--- src/rtl/md_sched_pkg.sv ---
// Shared encodings for the EX-stage multiply/divide sequencer.
package md_sched_pkg;

    localparam int unsigned DATA_W = 32;

    localparam logic [1:0] MD_MULT  = 2'b00;
    localparam logic [1:0] MD_MULTU = 2'b01;
    localparam logic [1:0] MD_DIV   = 2'b10;
    localparam logic [1:0] MD_DIVU  = 2'b11;

    localparam logic STOP      = 1'b1;
    localparam logic NO_STOP   = 1'b0;
    localparam logic DIV_START = 1'b1;
    localparam logic DIV_STOP  = 1'b0;

    typedef enum logic [1:0] {
        ST_IDLE     = 2'd0,
        ST_MUL_WAIT = 2'd1,
        ST_DIV_RUN  = 2'd2,
        ST_DONE     = 2'd3
    } md_state_e;

    // Bit 0 of the op type distinguishes the unsigned variants.
    function automatic logic md_is_signed(input logic [1:0] t);
        return ~t[0];
    endfunction

endpackage

--- src/rtl/md_sched.sv ---
// Multi-cycle mult/div sequencer: latches one op, drives mul/div, stalls EX,
// then issues a single HI/LO write.
module md_sched
    import md_sched_pkg::*;
#(
    parameter int unsigned         MUL_LAT = 2,
    parameter logic [DATA_W-1:0]   DIVZ_LO = 32'hFFFF_FFFF
) (
    input  logic                  clk,
    input  logic                  resetn,
    input  logic                  op_valid,
    input  logic [1:0]            op_type,
    input  logic [DATA_W-1:0]     opa,
    input  logic [DATA_W-1:0]     opb,
    input  logic                  flush,
    input  logic                  ex_hold,
    output logic                  mul_signed,
    output logic [DATA_W-1:0]     mul_ina,
    output logic [DATA_W-1:0]     mul_inb,
    input  logic [2*DATA_W-1:0]   mul_result,
    output logic                  div_signed,
    output logic [DATA_W-1:0]     div_opdata1,
    output logic [DATA_W-1:0]     div_opdata2,
    output logic                  div_start,
    output logic                  div_annul,
    input  logic [2*DATA_W-1:0]   div_result,
    input  logic                  div_ready,
    output logic                  stallreq,
    output logic                  hilo_we,
    output logic [2*DATA_W-1:0]   hilo_data,
    output logic                  busy
);

    localparam int unsigned      CNT_W    = (MUL_LAT > 1) ? $clog2(MUL_LAT) : 1;
    localparam logic [CNT_W-1:0] CNT_INIT = CNT_W'(MUL_LAT - 1);

    md_state_e              state_q, state_d;
    logic [CNT_W-1:0]       cnt_q;
    logic [DATA_W-1:0]      opa_q, opb_q;
    logic                   sgn_q;
    logic [2*DATA_W-1:0]    res_q;
    logic                   div_start_q, hilo_we_q, busy_q;
    logic                   issue_c, op_div_c, divz_c;

    assign op_div_c = (op_type == MD_DIV) || (op_type == MD_DIVU);
    assign divz_c   = op_div_c && (opb == '0);

    // State register
    always_ff @(posedge clk or negedge resetn) begin
        if (!resetn) state_q <= ST_IDLE;
        else         state_q <= state_d;
    end

    // Next state, stall request and annul; flush overrides every transition
    always_comb begin
        state_d   = state_q;
        issue_c   = 1'b0;
        stallreq  = NO_STOP;
        div_annul = 1'b0;
        case (state_q)
            ST_IDLE: begin
                if (op_valid && !flush) begin
                    issue_c  = 1'b1;
                    stallreq = STOP;
                    if (!op_div_c)   state_d = ST_MUL_WAIT;
                    else if (divz_c) state_d = ST_DONE;
                    else             state_d = ST_DIV_RUN;
                end
            end
            ST_MUL_WAIT: begin
                stallreq = STOP;
                if (cnt_q == '0) state_d = ST_DONE;
            end
            ST_DIV_RUN: begin
                stallreq  = STOP;
                div_annul = flush;
                if (div_ready) state_d = ST_DONE;
            end
            ST_DONE: begin
                if (!ex_hold) state_d = ST_IDLE;
            end
            default: state_d = ST_IDLE;
        endcase
        if (flush) state_d = ST_IDLE;
        if (!resetn) stallreq = NO_STOP;
    end

    // Operand latch, latency counter, result capture and registered strobes
    always_ff @(posedge clk or negedge resetn) begin
        if (!resetn) begin
            cnt_q       <= '0;
            opa_q       <= '0;
            opb_q       <= '0;
            sgn_q       <= 1'b0;
            res_q       <= '0;
            div_start_q <= DIV_STOP;
            hilo_we_q   <= 1'b0;
            busy_q      <= 1'b0;
        end else begin
            hilo_we_q   <= (state_d == ST_DONE) && (state_q != ST_DONE);
            div_start_q <= (state_d == ST_DIV_RUN) ? DIV_START : DIV_STOP;
            busy_q      <= (state_d != ST_IDLE);

            if (state_d == ST_IDLE) begin
                cnt_q <= '0;
                opa_q <= '0;
                opb_q <= '0;
                sgn_q <= 1'b0;
            end else if (issue_c) begin
                cnt_q <= CNT_INIT;
                opa_q <= opa;
                opb_q <= opb;
                sgn_q <= md_is_signed(op_type);
            end else if ((state_q == ST_MUL_WAIT) && (cnt_q != '0)) begin
                cnt_q <= cnt_q - CNT_W'(1);
            end

            if (issue_c && divz_c)
                res_q <= {opa, DIVZ_LO};
            else if ((state_q == ST_MUL_WAIT) && (state_d == ST_DONE))
                res_q <= mul_result;
            else if ((state_q == ST_DIV_RUN) && (state_d == ST_DONE))
                res_q <= div_result;
        end
    end

    assign mul_signed  = sgn_q;
    assign mul_ina     = opa_q;
    assign mul_inb     = opb_q;
    assign div_signed  = sgn_q;
    assign div_opdata1 = opa_q;
    assign div_opdata2 = opb_q;
    assign div_start   = div_start_q;
    assign hilo_we     = hilo_we_q;
    assign hilo_data   = res_q;
    assign busy        = busy_q;

endmodule
--- config.mk ---
export PLATFORM = sky130hd
export DESIGN_NAME = md_sched
export DESIGN_NICKNAME = d
export VERILOG_FILES = /design/src/rtl/md_sched_pkg.sv /design/src/rtl/md_sched.sv
export SDC_FILE = /design/constraint.sdc
export NUM_CORES = 1
export LEC_CHECK = 0
export CELL_PAD_IN_SITES_DETAIL_PLACEMENT = 0
export CELL_PAD_IN_SITES_GLOBAL_PLACEMENT = 2
export CORE_ASPECT_RATIO = 1.4
export CORE_UTILIZATION = 22
export DETAILED_ROUTE_END_ITERATION = 12
export PLACE_DENSITY_LB_ADDON = 0.1
export SETUP_SLACK_MARGIN = 0.02
export SLEW_MARGIN = 20
export SYNTH_ARGS = -nofsm -noshare
export SYNTH_HDL_FRONTEND = slang
export SYNTH_SLANG_ARGS = --single-unit
--- constraint.sdc ---
create_clock -name clk -period 2.64 [get_ports clk]
set_input_delay 0.528 -clock clk [delete_from_list [all_inputs] [get_ports clk]]
set_output_delay 0.528 -clock clk [all_outputs]
set_load 0.01 [all_outputs]
==> summary.txt, run 1 <==
Yosys
  – Adder-Cell Fraction of Synth Area: 0.0104
  – Synth Area in Simple Gates: 0.192
  – Share of the synthesized area in the top cell type: 0.468
  – Syn_nets: 958
  – Sequential cell area fraction in the yosys report: 0.468
  – Synth Flop Type: dfrtp_1
  – Netlist cell types: 38
  – Post-synthesis register bit count: around 140
  – Ys Warns: 0
  – Synth async-reset ratio: 1.00
  – Synthesized area: 7220 um2
  – Main combinational cell family by area after synthesis: compound AO/OA/AOI/OAI gates
  – Synth Instances: 752
  – Area share of xor/xnor cells in the synthesized design: 0
  – Mux contribution to synthesized area: 0.00139
  – Synth area leaders: dfrtp_1 (47%), buf_4 (6.9%), nand2_1 (6.9%)
  – Compound-gate portion of the synthesized area: 0.200
  – Yosys top cell by area: dfrtp_1
  – Mean Syn Cell Area: 9.61 um2
  – Post-synth EDFFs: 0

Timing
  – Maximum clock frequency: approximately 0.41 GHz
  – Min Tclk post-route: 2440 ps
  – Worst slew margin: 0.453
  – Slew Limit Fails: 0
  – Final setup vio count: 0
  – Slew @ Worst Pin: 821 ps
  – Setup TNS Final: 0 ps
  – Hold WS: 221 ps
  – Final worst path period share: 0.924
  – Setup Skew: 8.80 ps
  – RSZ-0062 raised after global routing: false
  – Endpoints failing hold: 0

Placed design
  – GPL Wtd Cong: 0.742
  – Number of port buffers: 398
  – # placed instances: 1534
  – Placed cell area: 11800 um2
  – Dpl hpwl: between 20 and 25 mm

Pwr
  – PD cells: 824 nW/um2
  – Leakage Power: 5.11 nW
  – Clock power share: 0.224
  – Peak VDD IR: about 0.40 mV
  – Sw Share: 0.346
  – Comb pwr share: 0.464
  – P_sw: 3.52 mW
  – Design internal power: 6.63 mW
  – Seq pwr share: 0.312

Floorplan
  – # IOs: roughly 400
  – FP Rows: 78
  – DIE HEIGHT: 216 um
  – Die width: 155 um
  – Core area: 32400 um2
  – Die Area: between 30000 and 40000 um2
  – Starting Density: 0.223

Finish
  – Layout Cells excl Fill: 1562
  – Commonest cells after routing, fill and taps aside: clkdlybuf4s50_1 (396), dfrtp_1 (135), nand2_1 (131)
  – Filler Cells Inserted: 3345
  – Most common cell after layout, fill and taps aside: clkdlybuf4s50_1
  – Layout cells sized above 1: 0.112
  – Final instance area: 12300 um2
  – Ant diodes: 0
  – Final net count: 1319
  – Layout Area Growth over Synthesis: 70.5%

Drt
  – Max layer used: met5
  – Wl on met1: 12.5 mm
  – Initial DRC Count: 279
  – Routed wire per std cell: 20.5 um
  – Met2 WL: 16.8 mm
  – Routed vias: about 7200
  – Met3 wire length: 2.33 mm
  – Final wirelength: 32.0 mm
  – Residual DRC: 0
  – TritonRoute pass-1 iters: 4
  – DRT antenna net count: 0
  – Drt via density: 4.62

Flow run
  – Max-cap viol count: 0

Critical path
  – Crit path capture type: output pin
  – R2R depth: 9
  – Worst Path Required: 2110 ps
  – Crit. Startpoint: flush
  – Worst Path Max Fanout: 4
  – RR Endpoint: hilo_data[4]$_DFFE_PN0P_
  – Worst path arrival time: 1910 ps
  – RR Startpoint: state_q[0]$_DFF_PN0_
  – Crit start category: input pin
  – Critical path class: in2out
  – Register-to-register setup slack: 300 ps

Clocking
  – CTS Buf Count: 17
  – Hold Buf Count CTS: 0
  – Clk root buf: clkbuf_16
  – CTS sink cnt: approximately 140
  – Max clock buf depth: 2
  – CTS HTree Levels: 4
  – Reg clk slew, reported paths: 60 ps
  – Worst-Skew Late Latency: approximately 440 ps
  – Postcts setup bufs: 0
  – Post-CTS Resized: 1
  – CTS tree: done

Global routing
  – Largest net degree at the start of global routing: 136
  – Number of global-route vias before repair: about 7600
  – Total track usage: 0.192
  – First-pass GRT wire length: 47.7 mm
  – Initial antenna violation count: 1
  – Overflow after GRT: 0

Run status
  – Status: finished, final reports clean

Worst hold path
  – Worst hold-check path type: in2async
## power by group through the flow
stage | Clock [mW] | Combinational, mW | Sequential [mW]
finish | 2.27 | 4.70 | 3.17
global route | 2.43 | 5.07 | 3.26
CTS | 2.36 | 4.79 | 3.18
detailed placement | 0 | 4.77 | 3.21
global placement | 0 | 4.78 | 3.20
floorplan | 0 | 1.80 | 3.43
## metal layers
layer,global-route usage,vias up
met2,0.344,283
li1,-,3373
met1,0.216,3523
met5,0,-
met3,0.0602,32
met4,0.0574,2
## critical path, stage by stage
cell	delay, ps
clkdlybuf4s50_1	510
and3b_2	320
nor2_1	50
nor3b_1	200
dlygate4sd2_1	300
## cells by family after synthesis
| logic type | count (synthesis) |
|---|---|
| AO/OA/AOI/OAI | 175 |
| adder cells (fa/ha/maj) | 6 |
| buffers and inverters | 172 |
| flip-flops | 135 |
| multiplexers | 1 |
| AND/OR/NAND/NOR | 263 |
## how the worst max path moves through the flow
stage | end | slack (ps) | cells past startpoint
floorplan | hilo_data[10]$_DFFE_PN0P_ | 410 | 10
CTS | stallreq | 140 | 6
finish | stallreq | 200 | 5
global route | stallreq | 60 | 6
detailed placement | hilo_data[59]$_DFFE_PN0P_ | -270 | 7
global placement | hilo_data[45]$_DFFE_PN0P_ | -250 | 7
## cell type report
class / instances / area (um2) / area share
clock inverters: 5 / 50.0 / 0.00406
clock buffers: 23 / 478 / 0.0388
well taps: 440 / 551 / 0.0447
repair buffers: 477 / 4750 / 0.386
flip-flops and latches: 135 / 3380 / 0.274
inverters: 37 / 139 / 0.0113
multi-input cells: 445 / 2970 / 0.241
## state kept, by name, indices dropped and copies added, names as in the netlist
register     cells
cnt_q            1
div_opdata2     32
div_signed       1
hilo_we          1
hilo_data       64
div_start        1
busy             1
div_opdata1     32
state_q          2
## synth_stat cells (2+ instances only)
cell / count
dfrtp_1: 135
nand2_1: 132
a21oi_1: 72
buf_4: 66
nor3b_1: 65
clkbuf_1: 46
inv_1: 37
a2111o_1: 32
nand4_1: 32
a221o_1: 31
o41ai_1: 21
buf_2: 17
o41ai_2: 10
nor4_1: 9
nor2_1: 8
ha_1: 6
and4_1: 3
buf_1: 3
nor2b_1: 3
and2_1: 2
buf_6: 2
nand2b_1: 2
nand3_1: 2
nor3_1: 2
## stage by stage
step,util,worst slack (ps),power (mW)
finish,0.380,200,10.1
global route,0.380,61.8,10.8
CTS,0.380,137,10.3
detailed placement,0.364,-270,7.98
global placement,0.364,-249,7.99
floorplan,-,413,5.22
Note: power is estimated with default switching activity, not from simulation.
==> run 2, diff against run 1 <==
Settings changed: HOLD_SLACK_MARGIN set to 0.08.
==> results of run 2 <==
Same layout as run 1: the final DEF is identical, and so are final timing and power.
